`src/rtl/event_fifo_serializer_if.sv`:
```
// Bus bundle between the event-row packer (write side), the Q-SPI slave
// (read side) and the event_fifo_serializer buffer. The packer/Q-SPI side
// uses the master modport and the buffer uses the slave modport.
interface event_fifo_serializer_if #(
  parameter int DWIDTH = 136,
  parameter int OWIDTH = 16,
  parameter int DEPTH  = 16
);
  localparam int CW = $clog2(DEPTH + 1);

  // Write side
  logic              wr_en;
  logic [DWIDTH-1:0] wdata;
  logic              full;
  logic              almost_full;
  logic              empty;
  logic [CW-1:0]     numel;

  // Read (serializer) side
  logic              shift_en;
  logic [OWIDTH-1:0] rdata_out;
  logic              out_valid;
  logic              row_start;

  // Error flags
  logic              ovf_sticky;
  logic              udf_sticky;
  logic              clr_flags;

  modport master (
    output wr_en, wdata, shift_en, clr_flags,
    input  full, almost_full, empty, numel,
           rdata_out, out_valid, row_start,
           ovf_sticky, udf_sticky
  );

  modport slave (
    input  wr_en, wdata, shift_en, clr_flags,
    output full, almost_full, empty, numel,
           rdata_out, out_valid, row_start,
           ovf_sticky, udf_sticky
  );
endinterface

```
`src/rtl/event_fifo_serializer.sv`:
```
// Event-row FIFO with a built-in row serializer. Rows of DWIDTH bits are
// stored in a circular buffer; the head row is moved into a holding register
// and presented as NSLICE slices of OWIDTH bits, one slice consumed per
// shift_en. The next row is prefetched on the last slice so a non-empty FIFO
// streams without bubbles. All outputs are decodes of registered state.
module event_fifo_serializer #(
  parameter int DWIDTH    = 136,
  parameter int DEPTH     = 16,
  parameter int OWIDTH    = 16,
  parameter int AFULL_THR = DEPTH - 4,
  parameter bit MSB_FIRST = 1'b1
) (
  input  logic                        clk,
  input  logic                        rst_n,
  event_fifo_serializer_if.slave      bus
);

  localparam int NSLICE = (DWIDTH + OWIDTH - 1) / OWIDTH;
  localparam int PADW   = NSLICE * OWIDTH;
  localparam int CW     = $clog2(DEPTH + 1);
  localparam int PW     = $clog2(DEPTH);
  localparam int SIW    = (NSLICE > 1) ? $clog2(NSLICE) : 1;

  localparam logic [PW-1:0]  LAST_PTR   = PW'(DEPTH - 1);
  localparam logic [SIW-1:0] LAST_SLICE = SIW'(NSLICE - 1);
  localparam logic [CW-1:0]  DEPTH_C    = CW'(DEPTH);
  localparam logic [CW-1:0]  AFULL_C    = CW'(AFULL_THR);

  typedef enum logic {
    IDLE  = 1'b0,
    SHIFT = 1'b1
  } ser_state_t;

  logic [DWIDTH-1:0] mem [DEPTH];
  logic [PW-1:0]     rd_ptr;
  logic [PW-1:0]     wr_ptr;
  logic [CW-1:0]     count;

  ser_state_t        state;
  ser_state_t        next_state;
  logic [SIW-1:0]    slice_idx;
  logic [SIW-1:0]    next_idx;
  logic [DWIDTH-1:0] hold_row;

  logic              full_int;
  logic              empty_int;
  logic              wr_accept;
  logic              pop;
  logic              ovf_event;
  logic              udf_event;
  logic              ovf_q;
  logic              udf_q;

  logic [PADW-1:0]   padded_row;
  logic [SIW-1:0]    slice_sel;
  logic [OWIDTH-1:0] slice_data;

  // Status decodes from the registered count only, so a write and a pop
  // in the same cycle never see each other's effect.
  always_comb begin
    full_int  = (count == DEPTH_C);
    empty_int = (count == '0);
    wr_accept = bus.wr_en && !full_int;
    ovf_event = bus.wr_en && full_int;
    udf_event = bus.shift_en && (state == IDLE);
  end

  // Serializer next-state logic: decide pops, slice advance and idling.
  always_comb begin
    next_state = state;
    next_idx   = slice_idx;
    pop        = 1'b0;
    case (state)
      IDLE: begin
        if (!empty_int) begin
          pop        = 1'b1;
          next_idx   = '0;
          next_state = SHIFT;
        end
      end
      SHIFT: begin
        if (bus.shift_en) begin
          if (slice_idx != LAST_SLICE) begin
            next_idx = slice_idx + SIW'(1);
          end else if (!empty_int) begin
            pop      = 1'b1;
            next_idx = '0;
          end else begin
            next_idx   = '0;
            next_state = IDLE;
          end
        end
      end
      default: begin
        next_state = IDLE;
        next_idx   = '0;
      end
    endcase
  end

  // Serializer state, slice index and holding register.
  always_ff @(posedge clk or negedge rst_n) begin
    if (!rst_n) begin
      state     <= IDLE;
      slice_idx <= '0;
      hold_row  <= '0;
    end else begin
      state     <= next_state;
      slice_idx <= next_idx;
      if (pop) begin
        hold_row <= mem[rd_ptr];
      end else if (next_state == IDLE) begin
        hold_row <= '0;
      end
    end
  end

  // Row storage; contents need no reset because pointers and count gate access.
  always_ff @(posedge clk) begin
    if (wr_accept) begin
      mem[wr_ptr] <= bus.wdata;
    end
  end

  // Pointers wrap explicitly at DEPTH-1 so any DEPTH works; count tracks
  // accepted writes minus pops.
  always_ff @(posedge clk or negedge rst_n) begin
    if (!rst_n) begin
      rd_ptr <= '0;
      wr_ptr <= '0;
      count  <= '0;
    end else begin
      if (wr_accept) begin
        wr_ptr <= (wr_ptr == LAST_PTR) ? '0 : wr_ptr + PW'(1);
      end
      if (pop) begin
        rd_ptr <= (rd_ptr == LAST_PTR) ? '0 : rd_ptr + PW'(1);
      end
      case ({wr_accept, pop})
        2'b10:   count <= count + CW'(1);
        2'b01:   count <= count - CW'(1);
        default: count <= count;
      endcase
    end
  end

  // Sticky error flags; a new event in the same cycle as a clear wins.
  always_ff @(posedge clk or negedge rst_n) begin
    if (!rst_n) begin
      ovf_q <= 1'b0;
      udf_q <= 1'b0;
    end else begin
      ovf_q <= (ovf_q && !bus.clr_flags) || ovf_event;
      udf_q <= (udf_q && !bus.clr_flags) || udf_event;
    end
  end

  // Slice selection: the row is zero-extended to NSLICE*OWIDTH and slice 0
  // comes from the top or the bottom depending on MSB_FIRST.
  always_comb begin
    padded_row = PADW'(hold_row);
    slice_sel  = MSB_FIRST ? (LAST_SLICE - slice_idx) : slice_idx;
    slice_data = '0;
    for (int k = 0; k < NSLICE; k++) begin
      if (slice_sel == SIW'(k)) begin
        slice_data = padded_row[k*OWIDTH +: OWIDTH];
      end
    end
  end

  // Output decodes of registered state.
  always_comb begin
    bus.full        = full_int;
    bus.almost_full = (count >= AFULL_C);
    bus.empty       = empty_int;
    bus.numel       = count;
    bus.out_valid   = (state == SHIFT);
    bus.row_start   = (state == SHIFT) && (slice_idx == '0);
    bus.rdata_out   = (state == SHIFT) ? slice_data : '0;
    bus.ovf_sticky  = ovf_q;
    bus.udf_sticky  = udf_q;
  end

endmodule

```
`src/flat_wrapper.sv`:
```
// flat-port wrapper written by rule: the top's interface ports become plain ports
module event_fifo_serializer_flat 
#(
  parameter int DWIDTH    = 136,
  parameter int DEPTH     = 16,
  parameter int OWIDTH    = 16,
  parameter int AFULL_THR = DEPTH - 4,
  parameter bit MSB_FIRST = 1'b1
)
  (clk, rst_n, bus_wr_en, bus_wdata, bus_shift_en, bus_clr_flags, bus_full, bus_almost_full, bus_empty, bus_numel, bus_rdata_out, bus_out_valid, bus_row_start, bus_ovf_sticky, bus_udf_sticky);
  event_fifo_serializer_if #(.DWIDTH(DWIDTH), .OWIDTH(OWIDTH), .DEPTH(DEPTH)) bus_i ();
  input  logic clk;
  input  logic rst_n;
  input wire logic [$bits(bus_i.wr_en)-1:0] bus_wr_en;
  input wire logic [$bits(bus_i.wdata)-1:0] bus_wdata;
  input wire logic [$bits(bus_i.shift_en)-1:0] bus_shift_en;
  input wire logic [$bits(bus_i.clr_flags)-1:0] bus_clr_flags;
  output wire logic [$bits(bus_i.full)-1:0] bus_full;
  output wire logic [$bits(bus_i.almost_full)-1:0] bus_almost_full;
  output wire logic [$bits(bus_i.empty)-1:0] bus_empty;
  output wire logic [$bits(bus_i.numel)-1:0] bus_numel;
  output wire logic [$bits(bus_i.rdata_out)-1:0] bus_rdata_out;
  output wire logic [$bits(bus_i.out_valid)-1:0] bus_out_valid;
  output wire logic [$bits(bus_i.row_start)-1:0] bus_row_start;
  output wire logic [$bits(bus_i.ovf_sticky)-1:0] bus_ovf_sticky;
  output wire logic [$bits(bus_i.udf_sticky)-1:0] bus_udf_sticky;
  assign bus_i.wr_en = bus_wr_en;
  assign bus_i.wdata = bus_wdata;
  assign bus_i.shift_en = bus_shift_en;
  assign bus_i.clr_flags = bus_clr_flags;
  assign bus_full = bus_i.full;
  assign bus_almost_full = bus_i.almost_full;
  assign bus_empty = bus_i.empty;
  assign bus_numel = bus_i.numel;
  assign bus_rdata_out = bus_i.rdata_out;
  assign bus_out_valid = bus_i.out_valid;
  assign bus_row_start = bus_i.row_start;
  assign bus_ovf_sticky = bus_i.ovf_sticky;
  assign bus_udf_sticky = bus_i.udf_sticky;
  event_fifo_serializer #(.DWIDTH(DWIDTH), .DEPTH(DEPTH), .OWIDTH(OWIDTH), .AFULL_THR(AFULL_THR), .MSB_FIRST(MSB_FIRST)) u_core (.clk(clk), .rst_n(rst_n), .bus(bus_i));
endmodule
```
`config.mk`:
```
export PLATFORM = sky130hd
export DESIGN_NAME = event_fifo_serializer_flat
export DESIGN_NICKNAME = d
export VERILOG_FILES = /design/src/rtl/event_fifo_serializer_if.sv /design/src/rtl/event_fifo_serializer.sv /design/src/flat_wrapper.sv
export SDC_FILE = /design/constraint.sdc
export NUM_CORES = 2
export LEC_CHECK = 0
export CAP_MARGIN = 20
export CORE_ASPECT_RATIO = 1.4
export CORE_MARGIN = 1
export CORE_UTILIZATION = 50
export CTS_BUF_LIST = sky130_fd_sc_hd__clkbuf_16
export CTS_CLUSTER_SIZE = 30
export DETAILED_ROUTE_END_ITERATION = 10
export MAX_ROUTING_LAYER = met4
export PLACE_DENSITY = 0.66
export SLEW_MARGIN = 25
export SYNTH_ARGS = -nofsm -noshare
export SYNTH_HDL_FRONTEND = slang
export SYNTH_SLANG_ARGS = --single-unit
```
`constraint.sdc`:
```
create_clock -name clk -period 12.4 [get_ports clk]
set_clock_uncertainty 0.15 [all_clocks]
set_input_delay 3.1 -clock clk [delete_from_list [all_inputs] [get_ports clk]]
set_output_delay 3.1 -clock clk [all_outputs]
set_load 0.05 [all_outputs]
```
After elaboration in Yosys (flattened, before gate mapping)

Memories as Yosys holds them, arrays and structs flattened.
Index checks and enable logic that the tools add are counted.
Widths: inputs -> output; s select.

Input bits: 141
Memories kept: 1
Bits in registers: 156
RAM bits: 2176

$lt $le $gt $ge: 1
Equal/unequal tests: 17
Add/subtract/negate cells: 6
Reductions and logical operators: 15
Bitwise gates (word level): 1
Mux-type cells: 28

Memories:

| memory     | depth | bits a word | read ports | clocked after memory_dff | wr ports | line                        | source |
|---|---|---|---|---|---|---|---|
| u_core.mem | 16    | 136         | 1          | 0                        | 1        | event_fifo_serializer.sv:34 | `logic [DWIDTH-1:0] mem [DEPTH];` |

Operators with widths:

| cell                | number |
|---|---|
| $mux 136            | 2 |
| $mux 16             | 10 |
| $mux 4              | 5 |
| $eq 4x3->1 const B  | 4 |
| $add 4x1->4 const B | 3 |
| $eq 4x4->1 const B  | 3 |
| $pmux 5 s2          | 1 |
| $eq 4x2->1 const B  | 2 |
| $logic_not 4->1     | 2 |
| $pmux 4 s2          | 1 |
| $mux 1              | 7 |
| $logic_and 1x1->1   | 6 |
| $ne 2x2->1 const B  | 3 |
| $add 5x1->5 const B | 1 |
| $eq 5x5->1 const B  | 1 |
| $ge 5x4->1 const B  | 1 |
| $logic_not 5->1     | 1 |
| $sub 5x1->5 const B | 1 |
| $eq 4x1->1 const B  | 1 |
| $ne 4x4->1 const B  | 1 |
| $pmux 1 s2          | 2 |
| $sub 4x4->4 const A | 1 |
| $eq 2x1->1 const B  | 1 |
| $eq 2x2->1 const B  | 1 |
| other kinds (5)     | 7 |

Logic depth before layout (Yosys ltp)

Word-level depth: 12
Gate-level depth with buffers: 15
Depth with buffers taken out: 14

Worst setup path after synthesis

OpenSTA, ideal clock, no wires.

Path type: input -> register
From: input bus_wr_en
To: memory u_core.mem[3][0], enable pin
Stages on the path: 4
Library setup time: 0.798 ns
Slack: -1.362 ns
Data arrival time: 12.815 ns
Required time: 11.452 ns
Cells stage by stage: and2_1 clkbuf_1 nand2_1 nor3_1

Word-level cells in the longest chain between the ends: 3

Ends and longest elaborated chain:

| item                         | line                         | source |
|---|---|---|
| start: declaration           | flat_wrapper.sv:14           | `input wire logic [$bits(bus_i.wr_en)-1:0] bus_wr_en;` |
| $logic_and 1x1->1            | event_fifo_serializer.sv:63  | `wr_accept = bus.wr_en && !full_int;` |
| $mux 1                       | event_fifo_serializer.sv:120 | `if (wr_accept) begin` |
| $mux 1 (not written as such) | event_fifo_serializer.sv:121 | `mem[wr_ptr] <= bus.wdata;` |
| end: declaration             | event_fifo_serializer.sv:34  |  |

Every way passes these cells.

Worst setup path in the final report

From: register u_core.slice_idx[0]
To: output bus_rdata_out[7]

Word-level cells in the longest chain between the ends: 12
Elaborated cells between the ends (all ways): 20
Classes of those cells: add/sub (1); eq/ne (8); mux (10); reduce/logical (1)

Ends and longest elaborated chain:

| item                     | line                         | source |
|---|---|---|
| start: declaration       | event_fifo_serializer.sv:41  | `logic [SIW-1:0] slice_idx;` |
| start signal: assignment | event_fifo_serializer.sv:109 | `slice_idx <= next_idx;` |
| $sub 4x4->4 *            | event_fifo_serializer.sv:162 | `slice_sel = MSB_FIRST ? (LAST_SLICE - slice_idx) : slice_idx;` |
| $logic_not 4->1          | event_fifo_serializer.sv:165 | `if (slice_sel == SIW'(k)) begin` |
| $mux 16 (8 in series)    | event_fifo_serializer.sv:165 |  |
| $mux 16 *                | event_fifo_serializer.sv:165 |  |
| $mux 16 *                | event_fifo_serializer.sv:179 | `bus.rdata_out = (state == SHIFT) ? slice_data : '0;` |
| end: declaration         | flat_wrapper.sv:22           | `output wire logic [$bits(bus_i.rdata_out)-1:0] bus_rdata_out;` |

Every way passes the cells marked *; elsewhere a longest branch is shown, timed or not.

==> metrics.yaml <==
status: "complete, no violations"
max_stage_delay_ns: 0.95
die_h_um: 501.2
crit_path_start_kind: "flop"
initial_core_util: 0.5050
ys_types: 57
synth_area_sq_um: 89010
ys.flop_type: "edfxtp_1"
dp_slack_ns: 5.295
synth-edff-count: 2176
cp.arrival_ns: 4.81
remaining_drc_errors: 0
grt_pass1_vias: 43280
drt-wirelength-per-cell_um: 31.41
syn_nets: 4160
hp-class: "flop to flop"
setup_viol_count_final: 0
dpl.hpwl_mm: 115.6
grt_pass1_wl_mm: 303.7
cts.path.max_buffers: 3
worstSkewPairLatency_ns: 0.84
nFillCells: 12830
cts_buffers: 205
slew_violations: 0
setup_tns_ns: 0
cts_tree: "yes"
antenna_found_initial: 42
yosys_warnings: 0
place.gp.congestion: 0.9217
path_max_fanout: 34
fin_crit_sh: 0.6502
relSlewSlack: 0.2200
root_buffer: "clkbuf_16"
reg2regPathDepth: 6
fin_ws_ns: 4.337
via_count: 42360
multi_input_area_sq_um: 18510
syn2layout_area_growth_pct: 12.33
antenna_left: 0
rsz0062_at_grt: "false"
drt-vias-per-instance: 6.275
finalCriticalPeriod_ns: 8.063
htreeDepth: 4
layout.cells.non_filler: 6751
clk_pin_slew_ns: 0.07
synth-seq-cells: 2332
slowest_stage: "clkdlybuf4s50_1"
io_pins: 169
max_cap_viol_count: 0
yosysTopAreaCellShare: 0.7341
synth_cells: 4004
seqCellArea_sq_um: 69250
ir_worst_vdd_mv: 0.1585
cts_setup_buffers: 0
synth.yosys.seq_area_share: 0.7779
worst-slew-pin-transition_ns: 1.170
fmax_mhz: 124.0
placed_cells: 6343
critical_path_class: "flop to primary output"
wirelength_mm: 212.0
fp.dieW_um: 358.6
drt_iter0_drc: 4914
synth_top_area_cell: "edfxtp_1"
hold_depth: 2
port-buffer-count: 168
power.density_nw_per_um2: 227.5
post_route_cells_drive_above_1_share: 0.2425
cp_data_required_time_ns: 9.15
grt_start_max_net_pins: 119
ys_async_sr_fraction: 0.06690
yosys-top-cells-area: "edfxtp_1 (73%), mux4_2 (14%), dfrtp_1 (4.4%)"
grt_usage: 0.2454
final_nets: 4410
total_leakage_power_nw: 32.23
dr.pass1.iters: 6
die_area_sq_um: 179700
cts.sinks: 2332
cts_resized: 0
setup.worst_path.end_class: "primary output"
crit_chain: "inv_1 > ha_1 > buf_4 > and4b_1 > a31oi_2 > o22ai_1 > nor4_1 > clkdlybuf4s50_1"
hold_viol: 0
core_sq_um: 176300
syn_avg_cell_area_sq_um: 22.23
rows: 182
overflow: 0
hold_buffers: 0
through the flow:
step	hold WS [ns]	instance area [sq um]	utilization	power (mW)
final	0.3426	99980	0.5673	22.74
after global routing	0.3814	99970	0.5672	23.55
after CTS	0.3446	99820	0.5664	22.90
after detailed placement	0.3283	93430	0.5301	16.85
after global placement	0.3312	93400	0.5299	16.76
after floorplan	0.3052	89030	-	14.60
logic make-up after synthesis:
family,count (synthesis),synth area share
xor gates and xnor gates,7,0.0006888
DFF,2332,0.7779
adders and majority gates,15,0.002193
buffers and inverters,294,0.01646
muxes,544,0.1376
AOI/OAI and AO/OA,574,0.05339
and+or+nand+nor,238,0.01170
placed cells by master (no fill, tap or decap), types with 87 or more instances in the layout:
master	n
a22o_1	138
dfrtp_1	154
nand2_1	157
o21ai_1	111
mux4_2	544
clkbuf_16	214
clkdlybuf4s50_1	167
edfxtp_1	2176
inv_1	87
buf_4	111
synth_stat cells, types with 3 or more instances:
master and instances:
nor3_1 9, o21ai_1 111, o21ai_0 20, o22ai_1 38
a221oi_2 77, ha_1 14, a31oi_1 5, buf_4 5
dfrtp_1 156, a22oi_1 18, a2bb2oi_1 9, buf_6 37
mux4_2 544, a221o_1 6, a211oi_1 9, buf_2 52
a22o_1 138, a21oi_1 43, buf_1 28, a21o_1 8
nor2_1 21, xnor2_1 4, nand3b_1 6, edfxtp_1 2176
nand3_1 12, inv_1 45, nor2b_1 14, a221oi_1 74
nand2_1 158, and2_1 4, o221a_1 5, xor2_1 3
clkbuf_1 125
flip-flops by register name, indices dropped and copies added, names as in the netlist:
register               count
u_core.mem              2176
u_core.hold_row          136
u_core.bus.numel           5
u_core.rd_ptr              4
u_core.slice_idx           4
u_core.wr_ptr              4
u_core.bus.out_valid       1
u_core.bus.ovf_sticky      1
u_core.bus.udf_sticky      1
power by group:
group / total [mW] / switching (mW) / internal, mW
Combinational: 6.68 / 3.94 / 2.74
Clock: 6.09 / 2.75 / 3.34
Sequential: 9.97 / 0.437 / 9.53
worst paths after layout:
check	start	slack, ns	to
max	u_core.slice_idx[0]	4.34	bus_rdata_out[7]
min in group asynchronous	rst_n	2.11	u_core.bus.numel[2]
min	u_core.hold_row[12]	0.34	u_core.hold_row[12]
max in group asynchronous	rst_n	8.74	u_core.hold_row[54]
max reg2reg	u_core.rd_ptr[0]	7.67	u_core.hold_row[19]
min reg2reg	u_core.hold_row[12]	0.34	u_core.hold_row[12]
worst max-delay path: cells and delay by family, from the launching register on:
family	cells	cell delay (ns)
adders and majority gates	1	0.21
and+or+nand+nor	2	1.01
DFF	1	0.55
AOI/OAI and AO/OA	2	0.86
buffers and inverters	3	1.34
layout make-up:
type,count,area share
flip-flops and latches,2332,0.6926
multi-input cells,1378,0.1851
clock buffers,214,0.05356
well taps,2300,0.02878
repair buffers,290,0.02695
clock inverters,159,0.01037
inverters,47,0.001764
diodes,31,0.0007759
per-layer routing:
| layer | vias up | GRT usage | share of wire |
|---|---|---|---|
| met5 | - | - | 0 |
| met4 | 0 | 0.07287 | 0.026 |
| met3 | 291 | 0.05338 | 0.081 |
| met2 | 1671 | 0.3745 | 0.48 |
| met1 | 22840 | 0.3343 | 0.41 |
| li1 | 17560 | - | - |
Note: power is estimated with default switching activity, not from simulation.
